### src/rtl/uart_receiver.sv
// 8N1 UART receiver with a one-entry valid/ready output buffer.
// Start bit is qualified at mid-bit; data and stop bits are sampled one bit period apart from there.
module uart_receiver #(
  parameter int unsigned CLKS_PER_BIT = 16
) (
  input  logic       clk_i,
  input  logic       rst_i,
  input  logic       uart_i,
  output logic [7:0] rx_data_o,
  output logic       rx_valid_o,
  input  logic       rx_ready_i,
  output logic       frame_err_o,
  output logic       overrun_o
);

  localparam int unsigned CntW = $clog2(CLKS_PER_BIT);
  localparam logic [CntW-1:0] HalfLast = CntW'(CLKS_PER_BIT / 2 - 1);
  localparam logic [CntW-1:0] BitLast  = CntW'(CLKS_PER_BIT - 1);
  localparam logic [CntW-1:0] CntOne   = CntW'(1);

  typedef enum logic [2:0] {
    StIdle,
    StStart,
    StData,
    StStop,
    StWaitHigh
  } state_e;

  state_e          state_q, state_d;
  logic [CntW-1:0] cnt_q, cnt_d;
  logic [2:0]      idx_q, idx_d;
  logic [7:0]      shift_q, shift_d;
  logic [7:0]      data_q, data_d;
  logic            valid_q, valid_d;
  logic            ferr_q, ferr_d;
  logic            ovr_q, ovr_d;
  logic            sync_q, rxs_q;
  logic            deliver;
  logic            hs;

  always_comb begin
    state_d = state_q;
    cnt_d   = cnt_q;
    idx_d   = idx_q;
    shift_d = shift_q;
    data_d  = data_q;
    valid_d = valid_q;
    ferr_d  = 1'b0;
    ovr_d   = 1'b0;
    deliver = 1'b0;
    hs      = valid_q & rx_ready_i;

    unique case (state_q)
      StIdle: begin
        if (!rxs_q) begin
          state_d = StStart;
          cnt_d   = '0;
        end
      end
      StStart: begin
        if (cnt_q == HalfLast) begin
          cnt_d = '0;
          if (!rxs_q) begin
            state_d = StData;
            idx_d   = 3'd0;
          end else begin
            state_d = StIdle;
          end
        end else begin
          cnt_d = cnt_q + CntOne;
        end
      end
      StData: begin
        if (cnt_q == BitLast) begin
          shift_d[idx_q] = rxs_q;
          cnt_d          = '0;
          idx_d          = idx_q + 3'd1;
          if (idx_q == 3'd7) begin
            state_d = StStop;
          end
        end else begin
          cnt_d = cnt_q + CntOne;
        end
      end
      StStop: begin
        if (cnt_q == BitLast) begin
          cnt_d = '0;
          if (rxs_q) begin
            deliver = 1'b1;
            state_d = StIdle;
          end else begin
            ferr_d  = 1'b1;
            state_d = StWaitHigh;
          end
        end else begin
          cnt_d = cnt_q + CntOne;
        end
      end
      StWaitHigh: begin
        // A held-low line (break) must not be re-read as a stream of frames.
        if (rxs_q) begin
          state_d = StIdle;
        end
      end
      default: state_d = StIdle;
    endcase

    // A handshake in the delivery cycle frees the slot for the incoming byte.
    if (deliver) begin
      if (!valid_q || hs) begin
        data_d  = shift_q;
        valid_d = 1'b1;
      end else begin
        ovr_d = 1'b1;
      end
    end else if (hs) begin
      valid_d = 1'b0;
    end
  end

  always_ff @(posedge clk_i) begin
    if (rst_i) begin
      sync_q  <= 1'b1;
      rxs_q   <= 1'b1;
      state_q <= StIdle;
      cnt_q   <= '0;
      idx_q   <= 3'd0;
      shift_q <= 8'h00;
      data_q  <= 8'h00;
      valid_q <= 1'b0;
      ferr_q  <= 1'b0;
      ovr_q   <= 1'b0;
    end else begin
      sync_q  <= uart_i;
      rxs_q   <= sync_q;
      state_q <= state_d;
      cnt_q   <= cnt_d;
      idx_q   <= idx_d;
      shift_q <= shift_d;
      data_q  <= data_d;
      valid_q <= valid_d;
      ferr_q  <= ferr_d;
      ovr_q   <= ovr_d;
    end
  end

  assign rx_data_o   = data_q;
  assign rx_valid_o  = valid_q;
  assign frame_err_o = ferr_q;
  assign overrun_o   = ovr_q;

endmodule

### config.mk
export PLATFORM = sky130hd
export DESIGN_NAME = uart_receiver
export DESIGN_NICKNAME = d
export VERILOG_FILES = /design/src/rtl/uart_receiver.sv
export SDC_FILE = /design/constraint.sdc
export NUM_CORES = 1
export LEC_CHECK = 0
export ABC_CLOCK_PERIOD_IN_PS = 3900
export CORE_MARGIN = 2
export CORE_UTILIZATION = 30
export CTS_CLUSTER_SIZE = 30
export DETAILED_ROUTE_END_ITERATION = 12
export PLACE_DENSITY = 0.44
export SLEW_MARGIN = 20
export SYNTH_ARGS = -nofsm -noshare
export SYNTH_HDL_FRONTEND = slang
export SYNTH_SLANG_ARGS = --single-unit
### constraint.sdc
create_clock -name clk_i -period 3.9 [get_ports clk_i]
set_input_delay 0.78 -clock clk_i [delete_from_list [all_inputs] [get_ports clk_i]]
set_output_delay 0.78 -clock clk_i [all_outputs]
set_load 0.1 [all_outputs]
==> After elaboration in Yosys (flattened, before gate mapping) <==
Index checks and enable logic that the tools add are counted.
{ "op_classes": {"addsub": 2, "magnitude_cmp": 2, "eq_ne": 15, "muxes": 28, "bitwise_logic": 4, "reduce_logical": 16} }
{ "ops": {"columns": ["cell", "n"], "rows": [
  ["$mux 3", 10],
  ["$pmux 3 s5", 1],
  ["$ne 2x2->1 const B", 7],
  ["$mux 4", 3],
  ["$pmux 4 s3", 1],
  ["$mux 1", 9],
  ["$bwmux 8", 1],
  ["$reduce_and 2->1", 4],
  ["$eq 3x2->1 const B", 2],
  ["$eq 3x3->1 const B", 2],
  ["$pmux 3 s2", 1],
  ["$reduce_and 6->1", 1],
  ["$add 4x1->4 const B", 1],
  ["$eq 4x3->1 const B", 1],
  ["$eq 4x4->1 const B", 1],
  ["$lt 3x4->1 const B", 1],
  ["$reduce_and 4->1", 1],
  ["$reduce_bool 2->1", 2],
  ["$reduce_or 2->1", 2],
  ["$add 3x1->3 const B", 1],
  ["$demux 1 s3", 1],
  ["$eq 3x1->1 const B", 1],
  ["$ge 3x1->1 const B", 1],
  ["$logic_not 3->1", 1],
  ["9 further kinds", 11]
]} }
{ "totals": {"register_bits": 31, "in_bits": 4, "out_inout_bits": 11, "wordCells": 77} }

==> Longest topological paths before layout <==
Gate-level depths: netlist (run 1).
{ "logic_depth": {"word_depth": 5, "depth_mapped": 6, "mapped_depth_nobuf": 5} }

==> Worst setup path after synthesis (run 1) <==
No wires, ideal clock.
{ "synth_path": {"path_kind": "register -> register", "start": "register valid_q, in the netlist rx_valid_o", "end": "register data_q[0], in the netlist rx_data_o[0]", "arrival_time_ps": 1651, "required_ps": 3772, "slack_ps": 2121, "stages_incl_launch_ff": 6, "path_buffers": 1, "synth_period_minus_slack_ps": 1779, "cell_sequence": "dfxtp_1 -> nand2b_1 -> nor4b_1 -> buf_2 -> mux2i_1 -> nor2_1"} }
{ "synth_between": {"elab_chain_cells": 3} }
{ "synth_lines": {"columns": ["item", "line_no", "rtl"], "rows": [
  ["start: declaration", "34", "logic valid_q, valid_d;"],
  ["start signal: assignment", "141", "valid_q <= valid_d;"],
  ["$and 1x1->1 / $logic_not 1->1 (equally long branches)", "51, 110", null],
  ["$logic_or 1x1->1 (*)", "110", "if (!valid_q || hs) begin"],
  ["$reduce_and 2->1 (no line) (*)", null, null],
  ["end signal: assignment", "140", "data_q <= data_d;"],
  ["end: declaration", "33", "logic [7:0] data_q, data_d;"]
]} }
Every way passes the cells marked *; elsewhere a longest branch is shown, timed or not.
A chain may end at the register's enable or synchronous reset.

==> Worst setup path after layout (run 1) <==
{ "layout_path": {"start": "register data_q[2], in the netlist rx_data_o[2]", "end": "output rx_data_o[2]"} }
{ "layout_rtl": {"columns": ["item", "line_no", "rtl"], "rows": [
  ["end: declaration", "9", "output logic [7:0] rx_data_o,"]
]} }
No word-level cell between the ends.

==> results of run 1 <==
==> power by group through the flow <==
stage	clock network [uW]	logic (uW)	registers [uW]
6_report	252	18.4	321
5_1_grt	280	21.1	321
3_3_place_gp	0	18.6	328
3_5_place_dp	0	19.1	328
2_1_floorplan	0	12.8	326
4_1_cts	261	19.0	321
==> synthesized netlist by cell type, drive strengths merged (3+ instances only) <==
master / n / area [um^2]
dfxtp: 31 / 621
nor2: 21 / 78.8
mux2i: 16 / 160
nand2: 16 / 60.1
a21oi: 6 / 30.0
clkbuf: 6 / 22.5
buf: 5 / 31.3
nand3: 4 / 20.0
a22oi: 3 / 22.5
ha: 3 / 37.5
nor3: 3 / 15.0
or2: 3 / 21.3
or4b: 3 / 30.0
==> cell families after synthesis <==
kind of cell,count (synthesis),synth area share (%)
fa+ha+maj,3,2.76
compound gates,18,9.55
xor+xnor,1,0.643
simple gates,63,25.5
flops,31,45.5
mux,16,11.8
buf+inv,12,4.22
==> metrics by stage <==
stage	utilization, %	hold slack [ns]	total power [uW]
6_report	37.3	0.418	591
5_1_grt	37.3	0.429	622
4_1_cts	37.3	0.421	601
3_5_place_dp	35.3	0.406	347
3_3_place_gp	35.3	0.394	347
2_1_floorplan	-	0.389	339
==> layout by cell type, fill, tap and decap left out, types with 2 or more instances in the layout <==
| cell type | count |
|---|---|
| a21o_1 | 2 |
| mux2i_1 | 16 |
| a22oi_1 | 3 |
| buf_4 | 2 |
| a21oi_1 | 6 |
| nand3_1 | 4 |
| nand2b_1 | 2 |
| nor2_1 | 21 |
| or3b_2 | 2 |
| nor3_1 | 3 |
| dfxtp_1 | 31 |
| nand3b_4 | 2 |
| or2_2 | 2 |
| or4b_1 | 3 |
| clkbuf_8 | 6 |
| nand4b_1 | 2 |
| nor4_1 | 2 |
| clkdlybuf4s50_1 | 14 |
| ha_1 | 3 |
| nand2_1 | 16 |
==> final cells by class <==
class	count	area [um^2]	area share (%)
Multi-Input combinational cell	101	691	42.6
Sequential cell	31	621	38.2
Timing Repair Buffer	16	155	9.56
Clock buffer	6	82.6	5.09
Tap cell	52	65.1	4.01
Clock inverter	1	5.00	0.308
Inverter	1	3.75	0.231
==> state kept, by name (all words and copies together) (netlist names) <==
signal	count
rx_valid_o	1
cnt_q	4
rx_data_o	8
sync_q	1
frame_err_o	1
state_q	3
shift_q	8
overrun_o	1
rxs_q	1
idx_q	3
==> per-layer routing <==
layer | track usage [%] | vias up
li1 | - | 529
met1 | 15.8 | 480
met4 | 5.03 | 0
met2 | 18.2 | 16
met5 | 0 | -
met3 | 4.64 | 7
==> worst max-delay path by stage <==
stage                     cells after the start  slack, ns         start           end
after floorplan                               5       2.12    rx_valid_o  rx_data_o[0]
after detailed placement                      1       1.66  rx_data_o[2]  rx_data_o[2]
after global placement                        1       1.68  rx_data_o[7]  rx_data_o[7]
after CTS                                     1       1.35  rx_data_o[2]  rx_data_o[2]
final                                         1       1.37  rx_data_o[2]  rx_data_o[2]
after global routing                          1       1.31  rx_data_o[1]  rx_data_o[1]
==> reports/metrics.cfg, run 1 <==
[timing]
rsz0062_at_grt=false
skew_ns=0.00192
fmax_ghz=0.396
relSlewSlack_pct=35.4
finalHoldViolations=0
fin_ws_ns=1.37
final-max-slew-violation-count=0
min_period_ns=2.53
fin_crit_sh_pct=64.7
fin_setup_tns_ns=0
setup_viol=0
max_slew.worst_pin.slew_ns=0.967

[die]
dieHeight_um=71.4
core_area_mm2=0.00435
die_width_um=71.4
start_util_pct=31.3
std_cell_rows=24
die_area_mm2=0.00510
pin_count=15

[route]
via_per_inst=4.96
first_pass_iters=4
wl_met2_mm=1.17
met1_length_mm=1.32
top_layer_used=met4
drt_iter0_drc=37
drc=0
drtAntennaViolNets=0
wl_per_cell_um=12.7
dr_wl_met3_um=109
drt_wl_total_mm=2.65
num_vias=1032

[synthesis]
synthArstFlopShare_pct=0
ys_seq_area_share_pct=45.5
synth_cell_type_count=33
ys.flop_type=dfxtp_1
synth-seq-cells=31
synth_edf_count=0
synthesis.instances=144
ys_warn_count=0
syn-num-nets=151
netlist_area_mm2=0.00136
avgSynthCellArea_um2=9.46

[power_and_ir_drop]
pwr-share-comb_pct=3.1
switching_share_pct=21.5
vdd_drop_max_uv=149
seqPwrFrac_pct=54.3
p_clk_share_pct=42.6
power.density_mw_per_mm2=364
p_int_uw=464
switchingPower_uw=127
power.leakage_uw=0.000642

[worst_hold_path]
holdCritPathClass=reg2reg
hold_path_depth=1
hp-start=sync_q
whs_endpoint=rxs_q

[finish]
fin_cells=208
drive_above_1_share_pct=12.2
nets=163
area_growth_pct=19.1
final_area_mm2=0.00162
antenna_cells=0
nFillCells=453

[worst_setup_path]
cp_slowest_stage_delay_ns=1.13
worstPathRequired_ns=3.12
reg2reg_setup_slack_ns=2.04
r2r_start=cnt_q[0]
r2r-end=shift_q[2]
cp.arrival_ns=1.75
r2r_cells=5
worst-path-buf-inv=1
start_kind=flip-flop
cpMaxStageDelayCell=clkdlybuf4s50_1
cp_top_family=buffers and inverters
critPathCaptureType=output port
worstSetupPathType=reg2out
crit_chain=clkdlybuf4s50_1
cp_max_fo=2

[run]
maxCapViolations=0

[cts]
clkSlewWorstSetupHoldPaths_ns=0.06
cts_buffers=5
clk_latency_ns=0.28
cts_buffer_depth=2
cts_setup_buffers=0
root_buffer=clkbuf_8
cts_tree=built
cts.sinks=31
htreeDepth=2
postCtsHoldBufs=0
cts-resized-gates=0

[placement]
dp_hpwl_mm=1.69
place_area_mm2=0.00154
gp_congestion=0.747
place_worst_setup_slack_ns=1.66
placed_cells=201
port_buffers=14

[grt]
grt_pass1_vias=1007
overflow=0
grt_usage_pct=12.2
grt_pass1_wl_mm=4.82
antenna_found_initial=0
grt_max_degree=24

[outcome]
status=finished, final reports clean

Note: power is estimated with default switching activity, not from simulation.
==> run 2, diff against run 1 <==
Settings changed: ABC_CLOCK_PERIOD_IN_PS 3900 to 2300, PLACE_DENSITY 0.44 to 0.46.
Clock period 3.9 ns to 2.3 ns, I/O delays scaled along.
==> reports/metrics.cfg, run 2 (synthesis gave the netlist of run 1 again) <==
[cts]
clk_latency_ns=0.28  ; about the same
root_buffer=clkbuf_8
cts_tree=built
cts-resized-gates=0  ; unchanged
cts_buffers=5  ; unchanged
htreeDepth=2  ; unchanged
clkSlewWorstSetupHoldPaths_ns=0.06  ; about the same
cts_buffer_depth=2  ; unchanged
cts.sinks=31  ; unchanged
cts_setup_buffers=0  ; unchanged
postCtsHoldBufs=0  ; unchanged

[power_and_ir_drop]
power.density_mw_per_mm2=692  ; +90%
vdd_drop_max_uv=263  ; +77%
total_power_uw=1130  ; +91%
power.leakage_uw=0.000684  ; +6.5%

[worst_hold_path]
hp-start=sync_q
holdCritPathClass=reg2reg
whs_endpoint=rxs_q
hold_path_depth=1  ; unchanged

[route]
first_pass_iters=4  ; unchanged
num_vias=1008  ; -2.3%
via_per_inst=4.80  ; -3.3%
drc=0  ; unchanged
wl_per_cell_um=12.6  ; -1.4%
drt_wl_total_mm=2.64  ; -0.49%
drtAntennaViolNets=0  ; unchanged
drt_iter0_drc=51  ; +38%

[finish]
layout_commonest_cell=dfxtp_1
area_growth_pct=19.8
layout_common_cells=dfxtp_1 (31), nor2_1 (21), nand2_1 (16), mux2i_1 (16), buf_4 (14)
nets=164  ; +0.61%
seqCellArea_um2=621  ; unchanged
nFillCells=433  ; -4.4%
drive_above_1_share_pct=20.3  ; +8.1 points
multi_input_area_um2=691  ; unchanged
antenna_cells=0  ; unchanged

[die]
start_util_pct=31.3  ; unchanged
pin_count=15  ; unchanged
die_area_mm2=0.00510  ; unchanged
die_width_um=71.4  ; unchanged
std_cell_rows=24  ; unchanged
core_area_mm2=0.00435  ; unchanged
dieHeight_um=71.4  ; unchanged

[timing]
fin_hold_ws_ns=0.407  ; -0.0105 ns
relSlewSlack_pct=67.7  ; +32 points
skew_ns=0.00768  ; +0.00575 ns
fmax_ghz=0.539
fin_setup_tns_ns=0  ; unchanged
rsz0062_at_grt=false
min_period_ns=1.86
setup_viol=0  ; unchanged
max_slew.worst_pin.slew_ns=0.485  ; -0.482 ns
final-max-slew-violation-count=0  ; unchanged
finalHoldViolations=0  ; unchanged
fin_crit_sh_pct=80.7

[worst_setup_path]
worstPathRequired_ns=2.46  ; -0.66 ns
worstSetupPathType=reg2reg
cp_max_fo=6  ; +4
start_kind=flip-flop
cp.arrival_ns=2.01  ; +0.26 ns
critPathCaptureType=flip-flop
worst-path-buf-inv=0  ; -1
r2r_cells=5  ; unchanged
cp_slowest_stage_delay_ns=0.52  ; -0.61 ns
crit_chain=ha_1 > nand3b_4 > or2_4 > or4b_1 > mux2i_1
r2r_start=cnt_q[0]
cpMaxStageDelayCell=or4b_1
r2r-end=shift_q[2]
reg2reg_setup_slack_ns=0.44  ; -1.60 ns
cp_top_family=simple AND/OR/NAND/NOR gates

[placement]
gp_congestion=0.709  ; -5.0%
port_buffers=14  ; unchanged
dp_hpwl_mm=1.71  ; +0.97%

[grt]
grt_max_degree=24  ; unchanged
grt_pass1_vias=920  ; -8.6%
antenna_found_initial=0  ; unchanged
overflow=0  ; unchanged
grt_usage_pct=11.7  ; -0.52 points
grt_pass1_wl_mm=4.43  ; -8.2%

[outcome]
status=finished, final reports clean

[run]
maxCapViolations=0  ; unchanged

[run 2: metal layers]
metal | share of wire [%] | vias to the layer above | GRT usage (%)
li1 | - | 530 | -
met1 | 52 | 456 | 14.8
met2 | 41 | 18 | 16.4
met3 | 5.1 | 4 | 4.92
met4 | 2.2 | 0 | 6.92
met5 | 0 | - | 0
[run 2: area by class of cell]
class                   count  share of cell area [%]
clock buffers               6                    5.06
clock inverters             2                    2.15
inverters                   1                   0.230
multi-input cells         101                    42.3
flip-flops and latches     31                    38.0
well taps                  52                    3.98
repair buffers             17                    8.28
[run 2: how the worst max path moves through the flow]
stage                from      endpoint  slack [ns]  cells after the start
6_report         cnt_q[0]    shift_q[2]        0.44                      5
3_5_place_dp   rx_ready_i  rx_data_o[3]        0.45                      6
4_1_cts          cnt_q[0]    shift_q[2]        0.44                      5
3_3_place_gp   rx_ready_i  rx_data_o[6]        0.46                      6
2_1_floorplan  rx_valid_o  rx_data_o[0]        0.52                      5
5_1_grt          cnt_q[0]    shift_q[2]        0.36                      5
[run 2: power breakdown]
part           internal (uW)  switching (uW)
Combinational           13.8            19.0
Sequential               540            4.24
Clock                    350             203
Total                    904             226
[run 2: worst register-to-register path, stage by stage, from the launching register on]
cell,delay (ns)
dfxtp_1,0.37
ha_1,0.28
nand3b_4,0.14
or2_4,0.29
or4b_1,0.52
mux2i_1,0.13
[run 2: through the flow]
step	util, %	cell area [um^2]	cells	setup slack, ns
3_3_place_gp	34.8	1520	202	0.460
5_1_grt	37.5	1630	210	0.359
3_5_place_dp	34.8	1520	202	0.449
6_report	37.5	1630	210	0.444
4_1_cts	37.5	1630	210	0.435
2_1_floorplan	-	1360	144	0.521
==> run 3, diff against run 2 <==
Settings changed: ABC_CLOCK_PERIOD_IN_PS 2300 to 1500.
Clock period 2.3 ns to 1.5 ns, I/O delays scaled along.
==> reports/metrics.cfg, run 3 (synthesis gave the netlist of run 1 again) <==
[outcome]
status=finished with violations
violations=negative setup slack

[timing]
setup_viol=2  ; +2
min_period_ns=1.57  ; -0.287 ns
fmax_ghz=0.637  ; +18%
fin_ws_ns=-0.0688  ; -0.513 ns
max_slew.worst_pin.slew_ns=0.357  ; -0.128 ns
relSlewSlack_pct=76.2  ; +8.5 points
finalHoldViolations=0  ; unchanged
fin_setup_tns_ns=-0.127  ; -0.127 ns
rsz0062_at_grt=true
fin_crit_sh_pct=105  ; +24 points
fin_hold_ws_ns=0.408  ; +0.000585 ns
final-max-slew-violation-count=0  ; unchanged
skew_ns=0.00206  ; -0.00561 ns

[cts]
cts.sinks=31  ; unchanged
cts_buffers=5  ; unchanged
cts_buffer_depth=2  ; unchanged
postCtsHoldBufs=0  ; unchanged
cts_tree=built
root_buffer=clkbuf_8
clk_latency_ns=0.28  ; about the same
clkSlewWorstSetupHoldPaths_ns=0.06  ; about the same
htreeDepth=2  ; unchanged

[route]
drt_wl_total_mm=2.80  ; +6.1%
drt_iter0_drc=67  ; +31%
drtAntennaViolNets=0  ; unchanged
wl_per_cell_um=12.2  ; -3.1%
dr_wl_met3_um=87  ; -35%
num_vias=1114  ; +11%
met1_length_mm=1.46  ; +7.4%
first_pass_iters=4  ; unchanged
via_per_inst=4.84  ; +0.91%
wl_met2_mm=1.22  ; +12%
top_layer_used=met4
drc=0  ; unchanged

[die]
start_util_pct=31.3  ; unchanged
pin_count=15  ; unchanged
die_width_um=71.4  ; unchanged
std_cell_rows=24  ; unchanged
dieHeight_um=71.4  ; unchanged
die_area_mm2=0.00510  ; unchanged
core_area_mm2=0.00435  ; unchanged

[finish]
nFillCells=399  ; -7.9%
layout_commonest_cell=dfxtp_1
layout_common_cells=dfxtp_1 (25), buf_4 (22), nor2_1 (20), nand2_1 (16), mux2i_1 (16)
seqCellArea_um2=628  ; +1.2%
multi_input_area_um2=748  ; +8.3%
nets=185  ; +13%
drive_above_1_share_pct=35.4  ; +15 points
antenna_cells=0  ; unchanged
area_growth_pct=44.6

[power_and_ir_drop]
power.density_mw_per_mm2=784  ; +13%
p_int_uw=1220  ; +35%
switching_share_pct=21.0  ; +1.1 points
pwr-share-comb_pct=4.4  ; +1.5 points
switchingPower_uw=325  ; +44%
seqPwrFrac_pct=53.9  ; +5.7 points
power.leakage_uw=0.000820  ; +20%
vdd_drop_max_uv=378  ; +44%
total_power_uw=1550  ; +37%
p_clk_share_pct=41.7  ; -7.2 points

[worst_setup_path]
start_kind=flip-flop
cp_slowest_stage_delay_ns=0.48  ; -0.04 ns
worstSetupPathType=reg2reg
r2r_start=cnt_q[0]
cp_max_fo=3  ; -3
setup.worst_path.end=shift_q[1]
r2r-end=shift_q[1]
critPathCaptureType=flip-flop
startpoint=cnt_q[0]
cp.arrival_ns=1.72  ; -0.29 ns
cpMaxStageDelayCell=or4b_4
r2r_cells=5  ; unchanged
crit_chain=ha_4 > nand3b_4 > or2_4 > or4b_4 > mux2i_1
reg2reg_setup_slack_ns=-0.07  ; -0.51 ns
worstPathRequired_ns=1.65  ; -0.81 ns

[placement]
dp_hpwl_mm=1.99  ; +17%
port_buffers=14  ; unchanged
place_worst_setup_slack_ns=-0.202  ; -0.651 ns
gp_congestion=0.780  ; +9.9%

[run]
maxCapViolations=0  ; unchanged

[worst_hold_path]
holdCritPathClass=reg2reg

[grt]
grt_pass1_wl_mm=4.73  ; +6.7%
overflow=0  ; unchanged
antenna_found_initial=0  ; unchanged
grt_pass1_vias=994  ; +8.0%
grt_max_degree=14  ; -42%
grt_usage_pct=11.9  ; +0.20 points

==> run 3: cell types whose count changed in the layout (fill, tap and decap cells not counted), sizes merged <==
cell and delta:
buf +21, bufinv -1
==> run 3: critical path, delay by kind of cell, from the launching register on <==
family / cells / cell delay, ns
flip-flops: 1 / 0.35
multiplexers: 1 / 0.13
adder cells (fa/ha/maj): 1 / 0.15
AND/OR/NAND/NOR: 3 / 0.80
==> run 3: final cells by class <==
class	count	share of cell area (%)
flip-flops and latches	31	31.9
inverters	1	0.190
well taps	52	3.30
clock buffers	6	4.19
repair buffers	38	22.2
multi-input cells	101	38.0
clock inverters	1	0.254
==> run 3: layer usage <==
layer | vias up | track usage, %
li1 | 572 | -
met1 | 524 | 16.4
met2 | 14 | 16.6
met3 | 4 | 4.36
met4 | 0 | 5.03
met5 | - | 0
==> run 3: power by group through the flow <==
stage	Clock [uW]	Combinational, uW	Sequential (uW)
2_1_floorplan	0	33.4	848
3_3_place_gp	0	63.3	851
3_5_place_dp	0	64.2	851
4_1_cts	675	65.6	832
5_1_grt	713	73.3	833
6_report	645	67.8	833
==> run 3: how the worst min path moves through the flow <==
stage                 from    end  slack, ns  cells after the start
finish              sync_q  rxs_q       0.41                      1
floorplan           sync_q  rxs_q       0.39                      1
detailed placement  sync_q  rxs_q       0.39                      1
CTS                 sync_q  rxs_q       0.41                      1
global placement    sync_q  rxs_q       0.39                      1
global route        sync_q  rxs_q       0.41                      1
==> run 3: per-stage QoR <==
step                      cell area [um^2]  utilization [%]  cells
final                                 1970             45.3    230
after floorplan                       1380                -    144
after CTS                             1930             44.3    228
after detailed placement              1810             41.6    221
after global placement                1810             41.6    221
after global routing                  1970             45.3    230
==> run 3: timing repair <==
action / 4_1_cts / 5_1_grt
buffers inserted: 0 / 2
setup endpoints to repair: 15 / 21
endpoints found under the hold margin: 0 / 0
pin swaps: 3 / 0
resized for setup: 7 / 6
